--- config.mk ---
export PLATFORM = sky130hd
export DESIGN_NAME = jtopl_eg_kon_flat
export DESIGN_NICKNAME = d
export VERILOG_FILES = /design/src/rtl/jtopl_eg_kon_if.sv /design/src/rtl/jtopl_eg_kon.sv /design/src/flat_wrapper.sv
export SDC_FILE = /design/constraint.sdc
export NUM_CORES = 1
export LEC_CHECK = 0
export BUFFER_PORTS_ARGS = -buffer_cell sky130_fd_sc_hd__buf_4
export CORE_ASPECT_RATIO = 1.1
export CORE_MARGIN = 2
export CORE_UTILIZATION = 25
export CTS_CLUSTER_SIZE = 28
export DETAILED_ROUTE_END_ITERATION = 10
export MAX_ROUTING_LAYER = met4
export PLACE_DENSITY = 0.47
export SLEW_MARGIN = 5
export SYNTH_ARGS = -nofsm -noshare
export SYNTH_HDL_FRONTEND = slang
export SYNTH_SLANG_ARGS = --single-unit
--- constraint.sdc ---
create_clock -name clk -period 2.3 [get_ports clk]
set_input_delay 0 -clock clk [delete_from_list [all_inputs] [get_ports clk]]
set_output_delay 0 -clock clk [all_outputs]
set_load 0.1 [all_outputs]
--- src/rtl/jtopl_eg_kon_if.sv ---
// Key-on write port and per-slot key-edge presentation bus for jtopl_eg_kon.
// Latency: n/a (signal bundle only).
// Backpressure: none; the bus is qualified by the block's clock enable.
//
// Signals:
//   up_kon     key-on register write strobe
//   kon_ch     channel index of the write
//   kon_val    key-on value written
//   slot       slot index whose key edges are currently presented
//   zero       high while slot == 0
//   keyon_now  rising key edge for the presented slot
//   keyoff_now falling key edge for the presented slot
//   eg_cnt     global envelope counter
interface jtopl_eg_kon_if #(
  parameter int CNT_W = 15
);
  logic             up_kon;
  logic [3:0]       kon_ch;
  logic             kon_val;
  logic [4:0]       slot;
  logic             zero;
  logic             keyon_now;
  logic             keyoff_now;
  logic [CNT_W-1:0] eg_cnt;

  modport slave (
    input  up_kon, kon_ch, kon_val,
    output slot, zero, keyon_now, keyoff_now, eg_cnt
  );

  modport master (
    output up_kon, kon_ch, kon_val,
    input  slot, zero, keyon_now, keyoff_now, eg_cnt
  );
endinterface

--- src/rtl/jtopl_eg_kon.sv ---
// Key-on tracking: turns per-channel key-on levels into per-slot key-on/key-off pulses.
// Latency: a slot is presented one enabled cycle after it is evaluated.
// Backpressure: none; all state advances only on cen, and outputs hold while cen=0.
//
// Ports:
//   clk, rst_n  clock and asynchronous active-low reset
//   cen         clock enable; slot advance, key evaluation and counter update
//   bus         jtopl_eg_kon_if.slave: key-on writes in, slot/edge/eg_cnt out
//
// Slot s < NCH is operator 1 of channel s, slot s >= NCH is operator 2 of
// channel s-NCH. Each slot compares the channel level once per frame against
// the level it saw last frame, so glitches between evaluations are invisible.
module jtopl_eg_kon #(
  parameter int NCH   = 9,
  parameter int CNT_W = 15
) (
  input  logic             clk,
  input  logic             rst_n,
  input  logic             cen,
  jtopl_eg_kon_if.slave    bus
);

  localparam int         NSLOT     = 2 * NCH;
  localparam logic [4:0] NCH5      = 5'(NCH);
  localparam logic [4:0] LAST_SLOT = 5'(NSLOT - 1);

  logic [NCH-1:0]   kon;
  logic [NSLOT-1:0] last;
  logic [4:0]       cnt;       // slot evaluated on the next enabled edge
  logic [4:0]       ch;
  logic             cur;
  logic             prev;

  // Channel level and last-seen level for the slot under evaluation.
  // Registered kon is read here, so a write on the same edge is only seen
  // by this slot in the following frame.
  always_comb begin
    ch   = (cnt < NCH5) ? cnt : cnt - NCH5;
    cur  = 1'b0;
    prev = 1'b0;
    for (int i = 0; i < NCH; i++) begin
      if (ch == 5'(i)) cur = kon[i];
    end
    for (int i = 0; i < NSLOT; i++) begin
      if (cnt == 5'(i)) prev = last[i];
    end
  end

  always_ff @(posedge clk or negedge rst_n) begin
    if (!rst_n) begin
      kon            <= '0;
      last           <= '0;
      cnt            <= '0;
      bus.eg_cnt     <= '0;
      bus.slot       <= '0;
      bus.keyon_now  <= 1'b0;
      bus.keyoff_now <= 1'b0;
    end else if (cen) begin
      // Out-of-range channel indices match no bit and are dropped.
      for (int i = 0; i < NCH; i++) begin
        if (bus.up_kon && ({1'b0, bus.kon_ch} == 5'(i))) kon[i] <= bus.kon_val;
      end
      for (int i = 0; i < NSLOT; i++) begin
        if (cnt == 5'(i)) last[i] <= cur;
      end
      bus.keyon_now  <= cur & ~prev;
      bus.keyoff_now <= ~cur & prev;
      bus.slot       <= cnt;
      if (cnt == LAST_SLOT) begin
        cnt        <= '0;
        bus.eg_cnt <= bus.eg_cnt + CNT_W'(1);
      end else begin
        cnt <= cnt + 5'd1;
      end
    end
  end

  assign bus.zero = (bus.slot == 5'd0);

endmodule

--- src/flat_wrapper.sv ---
// flat-port wrapper written by rule: the top's interface ports become plain ports
module jtopl_eg_kon_flat 
#(
  parameter int NCH   = 9,
  parameter int CNT_W = 15
)
  (clk, rst_n, cen, bus_up_kon, bus_kon_ch, bus_kon_val, bus_slot, bus_zero, bus_keyon_now, bus_keyoff_now, bus_eg_cnt);
  jtopl_eg_kon_if #(.CNT_W(CNT_W)) bus_i ();
  input  logic clk;
  input  logic rst_n;
  input  logic cen;
  input wire logic [$bits(bus_i.up_kon)-1:0] bus_up_kon;
  input wire logic [$bits(bus_i.kon_ch)-1:0] bus_kon_ch;
  input wire logic [$bits(bus_i.kon_val)-1:0] bus_kon_val;
  output wire logic [$bits(bus_i.slot)-1:0] bus_slot;
  output wire logic [$bits(bus_i.zero)-1:0] bus_zero;
  output wire logic [$bits(bus_i.keyon_now)-1:0] bus_keyon_now;
  output wire logic [$bits(bus_i.keyoff_now)-1:0] bus_keyoff_now;
  output wire logic [$bits(bus_i.eg_cnt)-1:0] bus_eg_cnt;
  assign bus_i.up_kon = bus_up_kon;
  assign bus_i.kon_ch = bus_kon_ch;
  assign bus_i.kon_val = bus_kon_val;
  assign bus_slot = bus_i.slot;
  assign bus_zero = bus_i.zero;
  assign bus_keyon_now = bus_i.keyon_now;
  assign bus_keyoff_now = bus_i.keyoff_now;
  assign bus_eg_cnt = bus_i.eg_cnt;
  jtopl_eg_kon #(.NCH(NCH), .CNT_W(CNT_W)) u_core (.clk(clk), .rst_n(rst_n), .cen(cen), .bus(bus_i));
endmodule
==> flow_results.org <==
** Cells and area
- Area grow syn2layout :: 24.9%
- Cells fill 31.7% of the core in the end.
- At the end of the flow, the number of nets in the layout was 359.
- Proportion of layout cells with a drive suffix above 1 :: 27.3%
- Fill cells :: 1258
- Post-route design area :: 3800 um^2
- Number of antenna repair diodes :: 0
- Leaving out fill and tap cells, the most frequent cell in the layout is sky130_fd_sc_hd__dfrtp_1.
- Post-route non-filler standard cell count :: 498
- Most frequent cells in the layout :: 54 x sky130_fd_sc_hd__dfrtp_1, 52 x sky130_fd_sc_hd__buf_4, 26 x sky130_fd_sc_hd__nor2_1, 25 x sky130_fd_sc_hd__nand2_1, 18 x sky130_fd_sc_hd__mux2_1

** Setup path
- The worst setup path is launched from a flip-flop.
- Family of cells with the greatest summed delay on the critical path :: compound AO/OA/AOI/OAI gates
- Classification of the worst setup path :: reg2reg
- Of all nets on the critical path, the largest fanout is 15.
- At the worst endpoint, the arrival time is 2370 ps.
- Traced cell by cell, the critical path runs through buf_4 -> ha_2 -> nand3b_1 -> a211o_1 -> a311o_1 -> a32oi_1 -> a21oi_1 -> a22o_1.
- Count of cells along the worst register-to-register path :: 8
- On the critical path, the stage with the largest delay is an instance of sky130_fd_sc_hd__dfrtp_1.
- STA puts the critical path data required time at 2480 ps.
- The setup check on the worst reg-to-reg path leaves a slack of 110 ps.
- Endpoint kind of the worst setup timing path :: flip-flop
- The worst register-to-register path ends at u_core.bus.keyon_now$_DFFE_PN0P_.
- The number of buffers and inverters on the critical path is 1.
- For this run, the slowest stage of the critical path takes 350 ps.
- Startpoint of the worst register-to-register path :: u_core.cnt[0]$_DFFE_PN0P_

** Floorplanning
- The floorplan step defined a core boundary enclosing 12000 um^2.
- The die covers 13100 um^2.
- I/O pin count :: 32
- Initial Utilization :: 25.4%
- Row generation in the floorplan step produced 42 rows.
- Die W :: 109 um
- The die is 120 um tall.

** Clocking
- CTS max path bufs :: 2
- The clock drives 54 sinks.
- The root buffer cell chosen for the clock tree is sky130_fd_sc_hd__clkbuf_16.
- The number of setup buffers added after CTS is 0.
- Count of H-tree levels built during CTS :: 2
- Clock latency on the worst-skew pair :: 300 ps
- Clock edge transition at the registers on the reported setup and hold paths :: 80 ps
- TritonCTS built the clock tree.
- Clock tree synthesis inserted a total of 5 buffers.

** Place
- Port bufs :: 31
- After detailed placement, the total cell area comes to 3580 um^2.
- Once placement completed, the tool counted placed cells totaling 489.
- Before CTS, the worst setup slack after placement is 9.43 ps.
- Half-perimeter wire length after placement :: 5140 um
- Routability-driven placement finished with a final weighted congestion of 0.811.

** Global route
- First-pass GRT wire length :: 12200 um
- Vias in the first global route :: 2355
- Global routing used 12.2% of the available tracks across all layers.
- Entering global routing, the biggest net connects 55 pins.
- After global routing the overflow that remains totals 0.
- Number of antenna violations at the first check in global routing :: 0

** Run status
- The run finished with clean final reports.

** Power
- Clock network fraction of total power :: 16.1%
- Reported leakage power :: 1.71 nW
- Part of the total power dissipated in sequential elements :: 27.8%
- Switching fraction of total power :: 45.9%
- Design internal power :: 2.71 mW
- For this design the ratio of total power to cell area is 1320 nW/um^2.
- Sw power :: 2.30 mW
- Gate power share :: 56.1%
- IR analysis of the VDD net gives a maximum drop of 1.03 mV.
- Final Power :: 5.01 mW

** STA
- Worst Setup Slack, final :: 111 ps
- For the pin with the worst max-slew slack, the measured transition is 694 ps.
- Max-slew violations :: 0
- The clock period could shrink to 2190 ps.
- On the final layout, the worst clock skew is 9.92 ps.
- Across all hold checks on the routed design, the worst slack comes to 10.0 ps.
- Slew margin rel. :: 53.7%
- Setup repair after global routing left no endpoint under its margin.
- The number of hold-slack violations in the final timing report came to 0.
- Final TNS setup :: 0 ps
- After layout, the worst path uses 95.2% of the clock period.
- Max Fclk :: 0.457 GHz
- Final-report setup violation count :: 0

** Yosys
- During synthesis, Yosys emitted a total of 0 warnings.
- Sequential elements use 44.4% of the synthesized area.
- Total standard cell area after synthesis :: 3040 um^2
- After synthesis the netlist holds a flip-flop and latch count of 54.
- Primary flip-flop cell chosen by synthesis mapping :: sky130_fd_sc_hd__dfrtp_1
- In this run the mean area of a mapped cell was 10.2 um^2.
- Share of flip-flops with an asynchronous set or reset after synthesis :: 100%
- The number of different library cells used by synthesis comes to 51.
- Gate count of the mapped netlist :: 298
- Syn Nets :: 314
- The synthesized design contains 0 enable-type register cells.

** Drt
- Met2 layer wire length in the routed design :: 3310 um
- Summing over every cut layer, the via total after detailed routing is 2388.
- Drc violations :: 0
- Number of optimization iterations in the first detailed-route pass :: 4
- Sum of routed wire segments on met1 :: 3580 um
- Vias per cell :: 4.80
- After the first detailed-routing iteration, the DRC count stood at 100.
- In the final routed layout, each cell accounts on average for 14.5 um.
- In this run the remaining antenna-violating nets after routing total 0.
- Detailed routing placed a total of 223 um of wire on met3.
- In this run the top signal layer used is met4.
- Detailed Route WL :: 7230 um

** Hold path
- Number of cells on the worst hold path :: 2
- Critical hold path startpoint :: bus_kon_val
- In this run the worst hold path is classified as in2reg.
- The worst hold path terminates at u_core.kon[3]$_DFFE_PN0P_.

** Flow run
- Across the run, the number of max-cap violations was 0.
## synthesized netlist by cell type (2+ instances only)
cell | n | area, um^2
sky130_fd_sc_hd__inv_1 | 8 | 30.0
sky130_fd_sc_hd__nor3b_1 | 4 | 30.0
sky130_fd_sc_hd__mux2_2 | 16 | 180
sky130_fd_sc_hd__a311oi_1 | 2 | 17.5
sky130_fd_sc_hd__buf_6 | 3 | 33.8
sky130_fd_sc_hd__nand2_1 | 25 | 93.8
sky130_fd_sc_hd__nand3b_1 | 5 | 37.5
sky130_fd_sc_hd__mux2_1 | 18 | 203
sky130_fd_sc_hd__xnor2_1 | 11 | 96.3
sky130_fd_sc_hd__o211a_1 | 3 | 30.0
sky130_fd_sc_hd__a211oi_1 | 3 | 22.5
sky130_fd_sc_hd__buf_2 | 5 | 25.0
sky130_fd_sc_hd__o22ai_1 | 3 | 18.8
sky130_fd_sc_hd__dfrtp_1 | 54 | 1350
sky130_fd_sc_hd__nor2b_1 | 3 | 18.8
sky130_fd_sc_hd__nor2_1 | 27 | 101
sky130_fd_sc_hd__clkbuf_1 | 7 | 26.3
sky130_fd_sc_hd__a221oi_1 | 2 | 17.5
sky130_fd_sc_hd__nand4_1 | 5 | 31.3
sky130_fd_sc_hd__and3_1 | 4 | 25.0
sky130_fd_sc_hd__xor2_1 | 5 | 43.8
sky130_fd_sc_hd__buf_1 | 2 | 7.51
sky130_fd_sc_hd__a32oi_1 | 2 | 17.5
sky130_fd_sc_hd__or3_1 | 4 | 25.0
sky130_fd_sc_hd__and2_1 | 3 | 18.8
sky130_fd_sc_hd__ha_1 | 7 | 87.6
sky130_fd_sc_hd__nand2b_1 | 8 | 50.1
sky130_fd_sc_hd__nor3_1 | 10 | 50.1
sky130_fd_sc_hd__mux2i_1 | 2 | 20.0
sky130_fd_sc_hd__o21ai_0 | 10 | 50.1
sky130_fd_sc_hd__nand3_1 | 6 | 30.0
sky130_fd_sc_hd__a21oi_1 | 12 | 60.1
## state kept, by name, summed over array words and instances, names as in the netlist
| signal | cells |
|---|---|
| u_core.cnt | 5 |
| u_core.bus.keyoff_now | 1 |
| u_core.bus.slot | 5 |
| u_core.kon | 9 |
| u_core.last | 18 |
| u_core.bus.eg_cnt | 15 |
| u_core.bus.keyon_now | 1 |
## worst max-delay path by stage
stage,from,depth (start not counted),to
finish,u_core.cnt[0]$_DFFE_PN0P_,8,u_core.bus.keyon_now$_DFFE_PN0P_
global route,u_core.cnt[1]$_DFFE_PN0P_,8,u_core.bus.keyon_now$_DFFE_PN0P_
detailed placement,u_core.cnt[0]$_DFFE_PN0P_,10,u_core.bus.keyon_now$_DFFE_PN0P_
floorplan,u_core.cnt[1]$_DFFE_PN0P_,10,u_core.bus.eg_cnt[12]$_DFFE_PN0P_
CTS,u_core.cnt[0]$_DFFE_PN0P_,9,u_core.bus.keyon_now$_DFFE_PN0P_
global placement,u_core.cnt[0]$_DFFE_PN0P_,10,u_core.bus.keyon_now$_DFFE_PN0P_
## layer usage
layer	global-route usage [%]	up-vias
li1	-	1163
met5	-	-
met2	18.2	52
met4	4.03	0
met3	1.85	8
met1	16.9	1165
## area by class of cell
type	instances	area (um^2)	share of cell area, %
Inverter	8	30.0	0.790
Tap cell	154	193	5.07
Timing Repair Buffer	55	440	11.6
Clock inverter	3	28.8	0.757
Sequential cell	54	1350	35.5
Clock buffer	5	125	3.29
Multi-Input combinational cell	219	1630	43.0
## cell families (layout without fill, tap and decap cells)
logic type | Yosys count | after routing | synth area share, %
XOR/XNOR | 16 | 16 | 4.61
multiplexers | 36 | 36 | 13.2
AND/OR/NAND/NOR | 108 | 108 | 18.0
AO/OA/AOI/OAI | 52 | 52 | 12.9
buffers and inverters | 25 | 71 | 4.03
adder cells (fa/ha/maj) | 7 | 7 | 2.88
flip-flops | 54 | 54 | 44.4
## power groups by stage
stage / registers (mW) / clock network, mW / logic, mW
global placement: 1.41 / 0 / 2.71
detailed placement: 1.41 / 0 / 2.72
floorplan: 1.85 / 0 / 1.51
global route: 1.44 / 0.879 / 3.05
finish: 1.39 / 0.810 / 2.81
CTS: 1.39 / 0.835 / 2.74
## repair_timing
item | in CTS | in global routing
setup endpoints to repair | 1 | 24
resized for setup | 1 | 15
cloned | 0 | 0
hold buffers | 1 | 0
pin swaps | 0 | 2
hold endpoints to repair | 54 | 0
(Power assumes the default switching activity.)
